`config.mk`:
```
export PLATFORM = sky130hd
export DESIGN_NAME = resp_capture_misr
export DESIGN_NICKNAME = d
export VERILOG_FILES = /design/src/rtl/resp_capture_pkg.sv /design/src/rtl/resp_capture_misr_step.sv /design/src/rtl/resp_capture_misr.sv
export SDC_FILE = /design/constraint.sdc
export NUM_CORES = 1
export LEC_CHECK = 0
export CORE_ASPECT_RATIO = 2
export CORE_UTILIZATION = 48
export CTS_CLUSTER_DIAMETER = 60
export DETAILED_ROUTE_END_ITERATION = 7
export PLACE_DENSITY = 0.8
export SLEW_MARGIN = 0
export SYNTH_ARGS = -nofsm -noshare
export SYNTH_HDL_FRONTEND = slang
export SYNTH_SLANG_ARGS = --single-unit
```
`constraint.sdc`:
```
create_clock -name blif_clk_net -period 2.1 [get_ports blif_clk_net]
set_input_delay 0.42 -clock blif_clk_net [delete_from_list [all_inputs] [get_ports blif_clk_net]]
set_output_delay 0.42 -clock blif_clk_net [all_outputs]
set_load 0.02 [all_outputs]
```
`src/rtl/resp_capture_pkg.sv`:
```
// Shared types and constants for the response-capture MISR block.
package resp_capture_pkg;

    typedef enum logic [1:0] {
        ST_IDLE = 2'd0,
        ST_RUN  = 2'd1,
        ST_DONE = 2'd2
    } state_t;

    localparam logic [15:0] SIG_SEED  = 16'hFFFF;
    localparam logic [15:0] MISR_POLY = 16'h1021;

endpackage

```
`src/rtl/resp_capture_misr_step.sv`:
```
// Combinational MISR step: shift, feed back MISR_POLY on MSB, fold in the response vector.
module misr_step
    import resp_capture_pkg::*;
#(
    parameter int RESP_W = 13,
    parameter int SIG_W  = 16
) (
    input  logic [SIG_W-1:0]  sig_in,
    input  logic [RESP_W-1:0] resp_in,
    output logic [SIG_W-1:0]  sig_out
);

    localparam logic [SIG_W-1:0] POLY = SIG_W'(MISR_POLY);

    logic [SIG_W-1:0] shifted;
    logic [SIG_W-1:0] feedback;

    always_comb begin
        shifted  = {sig_in[SIG_W-2:0], 1'b0};
        feedback = sig_in[SIG_W-1] ? POLY : '0;
        sig_out  = shifted ^ feedback ^ SIG_W'(resp_in);
    end

endmodule

```
`src/rtl/resp_capture_misr.sv`:
```
// Response capture controller: compacts a counted run of response vectors into a MISR signature.
// Optional golden compare output is built when RESP_CAPTURE_GOLDEN_CMP_EN is defined.
//
// state   | meaning
// IDLE    | waiting for start, signature/count hold reset values
// RUN     | compacting valid vectors until the latched count is reached
// DONE    | result held; start re-seeds and launches a new run
module resp_capture_misr
    import resp_capture_pkg::*;
#(
    parameter int RESP_W = 13,
    parameter int SIG_W  = 16,
    parameter int CNT_W  = 8
) (
    input  logic              blif_clk_net,
    input  logic              blif_reset_net,
    input  logic              start,
    input  logic [CNT_W-1:0]  num_cycles,
    input  logic [RESP_W-1:0] resp_in,
    input  logic              resp_valid,
    output logic              busy,
    output logic              done,
    output logic [SIG_W-1:0]  signature,
`ifdef RESP_CAPTURE_GOLDEN_CMP_EN
    input  logic [SIG_W-1:0]  golden,
    output logic              pass,
`endif
    output logic [CNT_W-1:0]  captured
);

    if (RESP_W > SIG_W) begin : g_width_check
        $error("resp_capture_misr: RESP_W must not exceed SIG_W");
    end

    // Narrower/wider signatures still seed to all-ones.
    localparam logic [SIG_W-1:0] SEED = (SIG_W == 16) ? SIG_W'(SIG_SEED) : {SIG_W{1'b1}};

    state_t           state_q, state_d;
    logic [SIG_W-1:0] sig_q, sig_d;
    logic [CNT_W-1:0] cnt_q, cnt_d;
    logic [CNT_W-1:0] len_q, len_d;
    logic [SIG_W-1:0] sig_next;
    logic [CNT_W-1:0] cnt_inc;

    misr_step #(
        .RESP_W (RESP_W),
        .SIG_W  (SIG_W)
    ) u_misr_step (
        .sig_in  (sig_q),
        .resp_in (resp_in),
        .sig_out (sig_next)
    );

    always_comb begin
        state_d = state_q;
        sig_d   = sig_q;
        cnt_d   = cnt_q;
        len_d   = len_q;
        cnt_inc = cnt_q + CNT_W'(1);

        case (state_q)
            ST_IDLE, ST_DONE: begin
                if (start) begin
                    sig_d   = SEED;
                    cnt_d   = '0;
                    len_d   = num_cycles;
                    state_d = (num_cycles == '0) ? ST_DONE : ST_RUN;
                end
            end
            ST_RUN: begin
                if (resp_valid) begin
                    sig_d = sig_next;
                    cnt_d = cnt_inc;
                    // Count never wraps: the run ends on the vector that reaches the latched length.
                    if (cnt_inc == len_q) begin
                        state_d = ST_DONE;
                    end
                end
            end
            default: begin
                state_d = ST_IDLE;
            end
        endcase
    end

    always_ff @(posedge blif_clk_net or posedge blif_reset_net) begin
        if (blif_reset_net) begin
            state_q <= ST_IDLE;
            sig_q   <= SEED;
            cnt_q   <= '0;
            len_q   <= '0;
        end else begin
            state_q <= state_d;
            sig_q   <= sig_d;
            cnt_q   <= cnt_d;
            len_q   <= len_d;
        end
    end

    assign busy      = (state_q == ST_RUN);
    assign done      = (state_q == ST_DONE);
    assign signature = sig_q;
    assign captured  = cnt_q;

`ifdef RESP_CAPTURE_GOLDEN_CMP_EN
    logic pass_q, pass_d;

    // Evaluated on next-state values so pass lines up with done.
    always_comb begin
        pass_d = (state_d == ST_DONE) && (sig_d == golden);
    end

    always_ff @(posedge blif_clk_net or posedge blif_reset_net) begin
        if (blif_reset_net) begin
            pass_q <= 1'b0;
        end else begin
            pass_q <= pass_d;
        end
    end

    assign pass = pass_q;
`endif

endmodule
```
* After elaboration in Yosys (flattened, before gate mapping)
Cells that the tools add are included. W data, S select, Z words.
Word-level totals: register bits 34, bits in latches 0, memory bits (writable) 0, ROM bits 0, input bits 25, output and inout bits 26, word-level logic and storage cells 32, memories kept 0
Operators by class: add/sub/neg operators 1, $mul 0, div/mod/pow operators 0, magnitude comparators 0, equal/unequal tests 6, shift-type cells 0, muxes and demuxes 12, bitwise gates (word level) 2, reductions and logical operators 7
Operator list (count):
- $mux W16 | 2
- $pmux W16 S2 | 1
- $mux W8 | 2
- $pmux W8 S2 | 1
- $xor A16 B13 Y16 | 1
- $xor A16 B16 Y16 | 1
- $mux W13 | 1
- $add A8 B1 Y8 const B | 1
- $eq A8 B8 Y1 | 1
- $logic_not A8 Y1 | 1
- $mux W2 | 4
- $reduce_and A3 Y1 | 2
- $ne A2 B2 Y1 const B | 2
- $pmux W2 S2 | 1
- $eq A2 B1 Y1 const B | 1
- $eq A2 B2 Y1 const B | 1
- $logic_not A2 Y1 | 1
- $ne A2 B1 Y1 const B | 1
- $reduce_and A2 Y1 | 1
- $reduce_bool A2 Y1 | 1
- $reduce_or A2 Y1 | 1

* Logic depth before layout (Yosys ltp)
Gate-level depths: netlist of run 1.
word-level depth 5, gate-level depth with buffers 7, gate-level depth less buffers 6

* Cells and area by module
Synthesis of run 1 repeated with hierarchy kept, for this count alone.
Unflattened totals: cells, all modules 211, area, all modules 1879.3 sq um
By module, submodules not included:
- resp_capture_misr | times used 1, cells an instance 195, area an instance 1709.1 sq um, sequential area each 870.8 sq um
- misr_step | times used 1, cells an instance 16, area an instance 170.2 sq um, sequential area each 0.0 sq um

* Worst setup path after synthesis of run 1
Ideal clock, no wire load.
kind register to register, start point register cnt_q[0], in the netlist captured[0], end point register state_q[1], setup time 122 ps, arrival time 1690 ps, required time 1978 ps, setup slack 288 ps, stages on the path, launching flop included 8, path buffers 1, period minus slack after synthesis 1812 ps, cells stage by stage dfrtp_1 > ha_1 > buf_6 > nand3_4 > or3_1 > a32oi_1 > a211oi_2 > o2bb2ai_1
On the way: longest elaborated chain between the ends 4
Ends and longest elaborated chain:
- start: declaration | RTL line resp_capture_misr.sv:40 | logic [CNT_W-1:0] cnt_q, cnt_d;
- start signal: assignment | RTL line resp_capture_misr.sv:95 | cnt_q <= cnt_d;
- $add A8 B1 Y8 | RTL line resp_capture_misr.sv:59 | cnt_inc = cnt_q + CNT_W'(1);
- $eq A8 B8 Y1 | RTL line resp_capture_misr.sv:75 | if (cnt_inc == len_q) begin
- $ne A2 B1 Y1 (no line)
- $reduce_and A3 Y1 (no line)
- end signal: assignment | RTL line resp_capture_misr.sv:93 | state_q <= state_d;
- end: declaration | RTL line resp_capture_misr.sv:38 | state_t state_q, state_d;
Every way passes these cells. A chain may end at the register's enable or synchronous reset.

* Worst setup path in the final report of run 1
start point register state_q[0], end point output port busy
On the way: longest elaborated chain between the ends 1
Ends and longest elaborated chain:
- $eq A2 B1 Y1 | RTL line resp_capture_misr.sv:100 | assign busy = (state_q == ST_RUN);
- end: declaration | RTL line resp_capture_misr.sv:21 | output logic busy,
Every way passes these cells.

==> results.toml, run 1 <==
[outcome]
status = "complete, no violations"

[sta]
clock.fmax_mhz = 503
min_period_over_period = 0.947
finClkSkew_ns = 0.00706
tightest_slew_ns = 0.487
min_period_ns = 1.99
slew_headroom = 0.674
setup_viol = 0
finalSetupTns_ns = 0
maxSlewViolCount = 0
rsz0062_at_grt = "no"
finalHoldViolCount = 0

[critical_path]
critPathArrivalTime_ns = 1.57
path_max_fanout = 6
start_kind = "flip-flop"
required_ns = 1.68
setup.worst_path.end_class = "output port"
worst-setup-path-type = "flip-flop to output port"

[placed_design]
port_buffers = 50
hpwl_mm = 3.12
gp_congestion = 0.865
placed_cells = 297

[synth]
synth_fp_nets = 231
synth_top_cell_by_area = "dfrtp_1"
synthTopCellsByArea = "dfrtp_1 24%, dfstp_2 22%, nand2_1 8.4%"
yosys.area.top_type_share = 0.241
yosysUniqueCellTypes = 35
syn-mean-instance-area_sq_um = 9.12
synth.most_common_cell = "nand2_1"
synthArstFlopShare = 1.00
yosys_warnings = 0
synthCells = 205
seq_area_frac_synth = 0.466
ys.flop_type = "dfrtp_1"
syn_area_sq_um = 1870
synth_edf_count = 0
ys_seq_elements = 34
synthTopCellsByCount = "42 x nand2_1, 18 x dfrtp_1, 18 x xnor2_1, 17 x a21oi_1"

[clocking]
clock-sinks = 34
cts_buffers = 5
clockRootBuffer = "clkbuf_8"
clkSlewWorstSetupHoldPaths_ns = 0.07
cts_hold_buf = 0
htreeDepth = 2
cts_tree = "yes"
clockBufferDepth = 2
clk_latency_ns = 0.29
ctsResizeCount = 0
cts_setup_buffers = 0

[finish]
drive_gt1_frac = 0.141
multiInputGateArea_sq_um = 915
seq_area_sq_um = 871
nets = 281
fillers = 293
instances_no_fill = 305
synthToLayoutAreaGrowth_pct = 34.9
antenna_cells = 0

[floorplan]
start_util = 0.507
core_sq_um = 3680
die-area_sq_um = 4160
dieHeight_um = 90.3
die_x_um = 46.1
row_count = 31
io_pins = 51

[detailed_routing]
drc = 0
ant_nets = 0
drtPass1Iterations = 4
dr_total_vias = 1628
dr.first_iter.drc_count = 26
vias_per_cell = 5.34
routed_wl_mm = 4.29
routedWlPerCell_um = 14.1

[pwr]
irDropWorstVdd_mv = 0.872
powerDensity_nw_per_um2 = 1420
power.leakage_nw = 1.03

[global_route]
antenna_found_initial = 0
gr-usage-all-layers = 0.238
grt-ovfl-total = 0
grt_pass1_wl_mm = 7.20
grt_pass1_vias = 1613
grt_start_max_net_pins = 35

[job]
maxCapViolations = 0

[worst_hold_path]
hold_path_class = "flip-flop to flip-flop"
per-layer routing:
metal,GRT usage,vias to the layer above,wire [um]
met5,0,-,0
met4,0.113,0,93
met3,0.0460,7,148
met2,0.408,41,2400
met1,0.262,781,1650
li1,-,799,-
final timing paths:
path	startpoint	end	slack (ns)	cells past startpoint
worst max-delay path	state_q[0]	busy	0.11	2
worst min-delay path	signature[14]	signature[15]	0.47	2
worst max register to register	captured[0]	state_q[1]	0.20	6
worst min register to register	signature[14]	signature[15]	0.47	2
max in group asynchronous	blif_reset_net	signature[4]	1.24	3
min in group asynchronous	blif_reset_net	captured[0]	0.52	3
metrics by stage:
stage	cell area, sq um	utilization	hold slack [ns]	power (mW)	setup WS [ns]
2_1_floorplan	1870	-	0.465	2.38	0.288
3_3_place_gp	2410	0.654	0.454	2.97	0.168
3_5_place_dp	2410	0.654	0.459	3.02	0.137
4_1_cts	2520	0.684	0.471	3.61	0.0938
5_1_grt	2520	0.685	0.495	3.82	0.0387
6_report	2520	0.685	0.471	3.57	0.112
flip-flops by register name, summed over array words and instances (netlist names):
signal / count
state_q: 2
len_q: 8
captured: 8
signature: 16
cell families (layout without fill, tap and decap cells):
| kind of cell | count (synthesis) | after routing | synth area share |
|---|---|---|---|
| flip-flops | 34 | 34 | 0.466 |
| XOR/XNOR | 26 | 26 | 0.122 |
| AO/OA/AOI/OAI | 42 | 42 | 0.133 |
| adder cells (fa/ha/maj) | 1 | 1 | 0.00669 |
| buffers and inverters | 16 | 67 | 0.0462 |
| AND/OR/NAND/NOR | 86 | 86 | 0.227 |
layout make-up:
cell class,count,area share
Multi-Input combinational cell,155,0.363
Tap cell,49,0.0243
Inverter,4,0.00595
Clock buffer,8,0.0437
Timing Repair Buffer,55,0.218
Sequential cell,34,0.345
power by group:
| part | switching, mW | internal (mW) | leakage [nW] |
|---|---|---|---|
| combinational | 0.874 | 0.824 | 0.571 |
| sequential | 0.289 | 1.02 | 0.401 |
| clock | 0.234 | 0.331 | 0.0575 |
| total | 1.40 | 2.18 | 1.03 |
worst max-delay path: stages, from the launching register on:
cell             delay (ns)
dfrtp_1                0.43
nor2b_4                0.22
clkdlybuf4s50_1        0.63
cells in the final DEF, fill, tap and decap left out, types with 2 or more instances in the layout:
| cell type | netlist | layout |
|---|---|---|
| clkdlybuf4s50_1 | 0 | 50 |
| nand2_1 | 42 | 42 |
| xnor2_1 | 18 | 18 |
| dfrtp_1 | 18 | 18 |
| a21oi_1 | 17 | 17 |
| nor3_1 | 16 | 16 |
| dfstp_2 | 16 | 16 |
| o21ai_0 | 15 | 15 |
| xor2_1 | 8 | 8 |
| clkbuf_8 | 0 | 8 |
| nor2_1 | 7 | 7 |
| inv_1 | 4 | 4 |
| buf_4 | 1 | 4 |
| nor2b_1 | 3 | 3 |
| nor4_1 | 3 | 3 |
| nand2b_1 | 2 | 2 |
| and2_1 | 2 | 2 |
| nand3_1 | 2 | 2 |
| and3_1 | 2 | 2 |
| o31ai_1 | 2 | 2 |
| a32oi_1 | 2 | 2 |
| a211oi_2 | 2 | 2 |
(Power assumes the default switching activity.)
==> inputs of run 2 (changes only) <==
Settings changed: RECOVER_POWER set to 50.
==> run 2 against run 1 <==
Sequential power about the same. Routed wire length down 0.61%. Largest power group unchanged. Critical path type unchanged. Sequential cell count unchanged. Clock skew up 0.0013 ns. Global-route usage unchanged. First-iteration DRC count up 12%.
==> results.toml, run 2 (synthesized netlist as in run 1, its figures left out) <==
[outcome]
status = "complete, no violations"

[finish]
final_common_cell = "clkdlybuf4s50_1"
antenna_cells = 0
fillers = 292
largest_register_ff_count = 16
nets = 281
most-common-layout-cells = "48 x clkdlybuf4s50_1, 42 x nand2_1, 18 x xnor2_1, 18 x dfrtp_1, 17 x a21oi_1"
drive_gt1_frac = 0.141
synthToLayoutAreaGrowth_pct = 34.7
fin_util = 0.683

[clocking]
clock-sinks = 34
ctsResizeCount = 0
cts_buffers = 5
cts_tree = "yes"
htreeDepth = 2
clk_latency_ns = 0.29
clockRootBuffer = "clkbuf_8"
clkSlewWorstSetupHoldPaths_ns = 0.07
clockBufferDepth = 2
cts_setup_buffers = 0
cts_hold_buf = 0

[sta]
clock.fmax_mhz = 502
hold_ws_ns = 0.471
setup_viol = 0
finClkSkew_ns = 0.00838
tightest_slew_ns = 0.810
finalSetupTns_ns = 0
finalHoldViolCount = 0
maxSlewViolCount = 0
slew_headroom = 0.460
rsz0062_at_grt = "no"
min_period_ns = 1.99
min_period_over_period = 0.948

[worst_hold_path]
worstHoldStart = "signature[14]"
whs_path_depth = 2
min_to = "signature[15]"
hold_path_class = "flip-flop to flip-flop"

[detailed_routing]
drc = 0
drtPass1Iterations = 4
ant_nets = 0
routed_wl_mm = 4.26
routedWlPerCell_um = 14.0
dr.first_iter.drc_count = 29
dr_total_vias = 1634
vias_per_cell = 5.36

[pwr]
powerDensity_nw_per_um2 = 1420
irDropWorstVdd_mv = 0.871
power.leakage_nw = 1.03

[placed_design]
hpwl_mm = 3.12
port_buffers = 50
gp_congestion = 0.865

[critical_path]
cp_slowest_cell = "clkdlybuf4s50_1"
crit_chain = "nor2b_4 -> clkdlybuf4s50_1"
r2r_cells = 6
timing.rr.end = "state_q[1]"
worst-setup-path-type = "flip-flop to output port"
critPathArrivalTime_ns = 1.57
start_kind = "flip-flop"
rrSetupSlack_ns = 0.20
max_stage_delay_ns = 0.63
r2r_start = "captured[0]"
path_max_fanout = 6
required_ns = 1.68
setup.worst_path.end_class = "output port"

[floorplan]
start_util = 0.507
core_sq_um = 3680
dieHeight_um = 90.3
io_pins = 51
row_count = 31
die_x_um = 46.1
die-area_sq_um = 4160

[global_route]
antenna_found_initial = 0
grt_start_max_net_pins = 35
grt_pass1_wl_mm = 7.20
grt_pass1_vias = 1613
gr-usage-all-layers = 0.238
grt-ovfl-total = 0

[job]
maxCapViolations = 0
-- run 2: critical path, delay by kind of cell (launching register included) --
family	cells	cell delay [ns]
buf+inv	1	0.63
flops	1	0.43
simple gates	1	0.22
-- run 2: area by class of cell --
| type | instances | area (sq um) | share of cell area |
|---|---|---|---|
| Inverter | 4 | 15.0 | 0.00596 |
| Timing Repair Buffer | 55 | 546 | 0.217 |
| Sequential cell | 34 | 871 | 0.346 |
| Clock buffer | 8 | 110 | 0.0437 |
| Tap cell | 49 | 61.3 | 0.0244 |
| Multi-Input combinational cell | 155 | 915 | 0.363 |
-- run 2: layer usage --
| layer | part of all wire | vias to the layer above | track usage |
|---|---|---|---|
| li1 | - | 800 | - |
| met1 | 0.38 | 786 | 0.262 |
| met2 | 0.57 | 41 | 0.408 |
| met3 | 0.034 | 7 | 0.0460 |
| met4 | 0.022 | 0 | 0.113 |
| met5 | 0 | - | 0 |
-- run 2: worst max path at each step --
stage / start / to / depth (start not counted)
floorplan: captured[0] / state_q[1] / 7
global placement: num_cycles[7] / state_q[1] / 6
detailed placement: captured[0] / state_q[1] / 6
CTS: state_q[0] / busy / 2
global route: state_q[0] / busy / 2
finish: state_q[0] / busy / 2
-- run 2: power breakdown --
part           internal (mW)  total [mW]  leakage [nW]  switching [mW]
Clock                  0.331       0.567        0.0575           0.236
Sequential              1.02        1.31         0.401           0.288
Combinational          0.819        1.69         0.570           0.873
Total                   2.17        3.57          1.03            1.40
-- run 2: stage by stage --
stage                     instance area (sq um)  instances  setup WS (ns)  power, mW
after global routing                       2520        305         0.0387       3.82
final                                      2520        305          0.109       3.57
after detailed placement                   2410        297          0.137       3.02
after CTS                                  2520        305         0.0938       3.61
after floorplan                            1870        205          0.288       2.38
after global placement                     2410        297          0.168       2.97
==> inputs of run 3 (changes only) <==
Settings changed: CORE_UTILIZATION 48 to 35, PLACE_DENSITY 0.8 to not set.
==> run 3 against run 2 <==
Power increased by 0.94%. Combinational power about the same. Clock power increased by 4.2%. Register-to-register slack improved by 0.02 ns. Routed wire length increased by 9.1%. Global-route usage decreased by 5.2 points. Sequential share of layout area decreased by 0.14 points. Hold slack got worse by 0.011 ns. Sequential cell count unchanged. Clock skew increased by 0.0035 ns. Via count increased by 0.61%.
==> results.toml, run 3 (synthesized netlist as in run 1, its figures left out) <==
[global_route]
grt-ovfl-total = 0
grt_start_max_net_pins = 35
grt_pass1_vias = 1644
antenna_found_initial = 0
gr-usage-all-layers = 0.186
grt_pass1_wl_mm = 7.67

[outcome]
status = "complete, no violations"

[critical_path]
cp_slowest_cell = "clkdlybuf4s50_1"
start_kind = "flip-flop"
setup.worst_path.end_class = "output port"
crit_family = "buffers and inverters"
worst-setup-path-type = "flip-flop to output port"
path_max_fanout = 6
critPathArrivalTime_ns = 1.60
required_ns = 1.68
setup.worst_path.start = "state_q[0]"
r2r_start = "captured[0]"
crit_buf_inv = 1
crit_chain = "nor2b_4 -> clkdlybuf4s50_1"
max_stage_delay_ns = 0.63

[finish]
largest_register_ff_count = 16
final_cell_area_sq_um = 2530
most-common-layout-cells = "48 x clkdlybuf4s50_1, 42 x nand2_1, 18 x xnor2_1, 18 x dfrtp_1, 17 x a21oi_1"
seq_area_sq_um = 871
final_common_cell = "clkdlybuf4s50_1"
fillers = 489
instances_no_fill = 316
drive_gt1_frac = 0.140
nets = 283
multiInputGateArea_sq_um = 915
antenna_cells = 0
synthToLayoutAreaGrowth_pct = 35.2

[job]
maxCapViolations = 0

[clocking]
clkSlewWorstSetupHoldPaths_ns = 0.08
cts_setup_buffers = 0
htreeDepth = 2
cts_buffers = 5
clockBufferDepth = 2
cts_tree = "yes"
clock-sinks = 34
clk_latency_ns = 0.28
ctsResizeCount = 0
clockRootBuffer = "clkbuf_8"
cts_hold_buf = 0

[sta]
rsz0062_at_grt = "no"
setup_viol = 0
tightest_slew_ns = 0.827
maxSlewViolCount = 0
finalSetupTns_ns = 0
min_period_over_period = 0.962
slew_headroom = 0.449
finClkSkew_ns = 0.0119
min_period_ns = 2.02
clock.fmax_mhz = 495
finalHoldViolCount = 0

[detailed_routing]
routed_wl_mm = 4.65
drtPass1Iterations = 4
vias_per_cell = 5.20
routedWlPerCell_um = 14.7
ant_nets = 0
dr.first_iter.drc_count = 38
dr_total_vias = 1644
drc = 0

[pwr]
powerDensity_nw_per_um2 = 1430
power.leakage_nw = 1.03
totalPowerFinal_mw = 3.60
irDropWorstVdd_mv = 0.930

[worst_hold_path]
worstHoldStart = "signature[13]"
hold_path_class = "flip-flop to flip-flop"

[floorplan]
die-area_sq_um = 5650
start_util = 0.364
die_x_um = 53.7
io_pins = 51
row_count = 37
core_sq_um = 5140
dieHeight_um = 105

[placed_design]
port_buffers = 50
hpwl_mm = 3.40
gp_congestion = 0.821
placed_cells = 308
post_dp_cell_area_sq_um = 2420
==> run 3: changes by cell type in the layout (fill, tap and decap cells not counted), sizes merged <==
| cell | before | now |
|---|---|---|
| bufinv | 0 | 1 |
| buf | 3 | 5 |
| clkbuf | 10 | 9 |
==> run 3: final timing paths <==
kind                                 endpoint  slack [ns]  cells after the start
worst max-delay path                     busy        0.08                      2
worst min-delay path            signature[14]        0.46                      2
worst max register to register     state_q[1]        0.22                      6
worst min register to register  signature[14]        0.46                      2
max in group asynchronous         captured[2]        0.75                      3
min in group asynchronous            len_q[7]        0.81                      3
==> run 3: power by group <==
group | switching [mW] | internal (mW)
combinational | 0.882 | 0.811
clock | 0.235 | 0.355
sequential | 0.298 | 1.02
total | 1.42 | 2.19
==> run 3: routing by layer <==
layer,part of all wire,vias up,GRT usage,routed length [um]
met3,0.028,7,0.0274,130
met2,0.56,44,0.325,2610
li1,-,804,-,-
met5,0,-,0,0
met4,0.022,0,0.0789,104
met1,0.39,789,0.209,1810
==> run 3: area by class of cell <==
class	instances	area share
Clock inverter	1	0.0119
Sequential cell	34	0.345
Tap cell	58	0.0287
Timing Repair Buffer	57	0.217
Multi-Input combinational cell	155	0.362
Inverter	4	0.00594
Clock buffer	7	0.0302
==> run 3: tightest hold or removal path, stage by stage (launching register included) <==
cell and delay [ns]:
dfstp_2 0.38, nand2_1 0.05, nand2_1 0.04
==> run 3: through the flow <==
stage | setup slack, ns | hold slack [ns] | utilization
2_1_floorplan | 0.288 | 0.465 | -
3_3_place_gp | 0.186 | 0.455 | 0.472
3_5_place_dp | 0.146 | 0.460 | 0.472
4_1_cts | 0.0671 | 0.464 | 0.492
5_1_grt | 0.0172 | 0.487 | 0.492
6_report | 0.0793 | 0.460 | 0.492
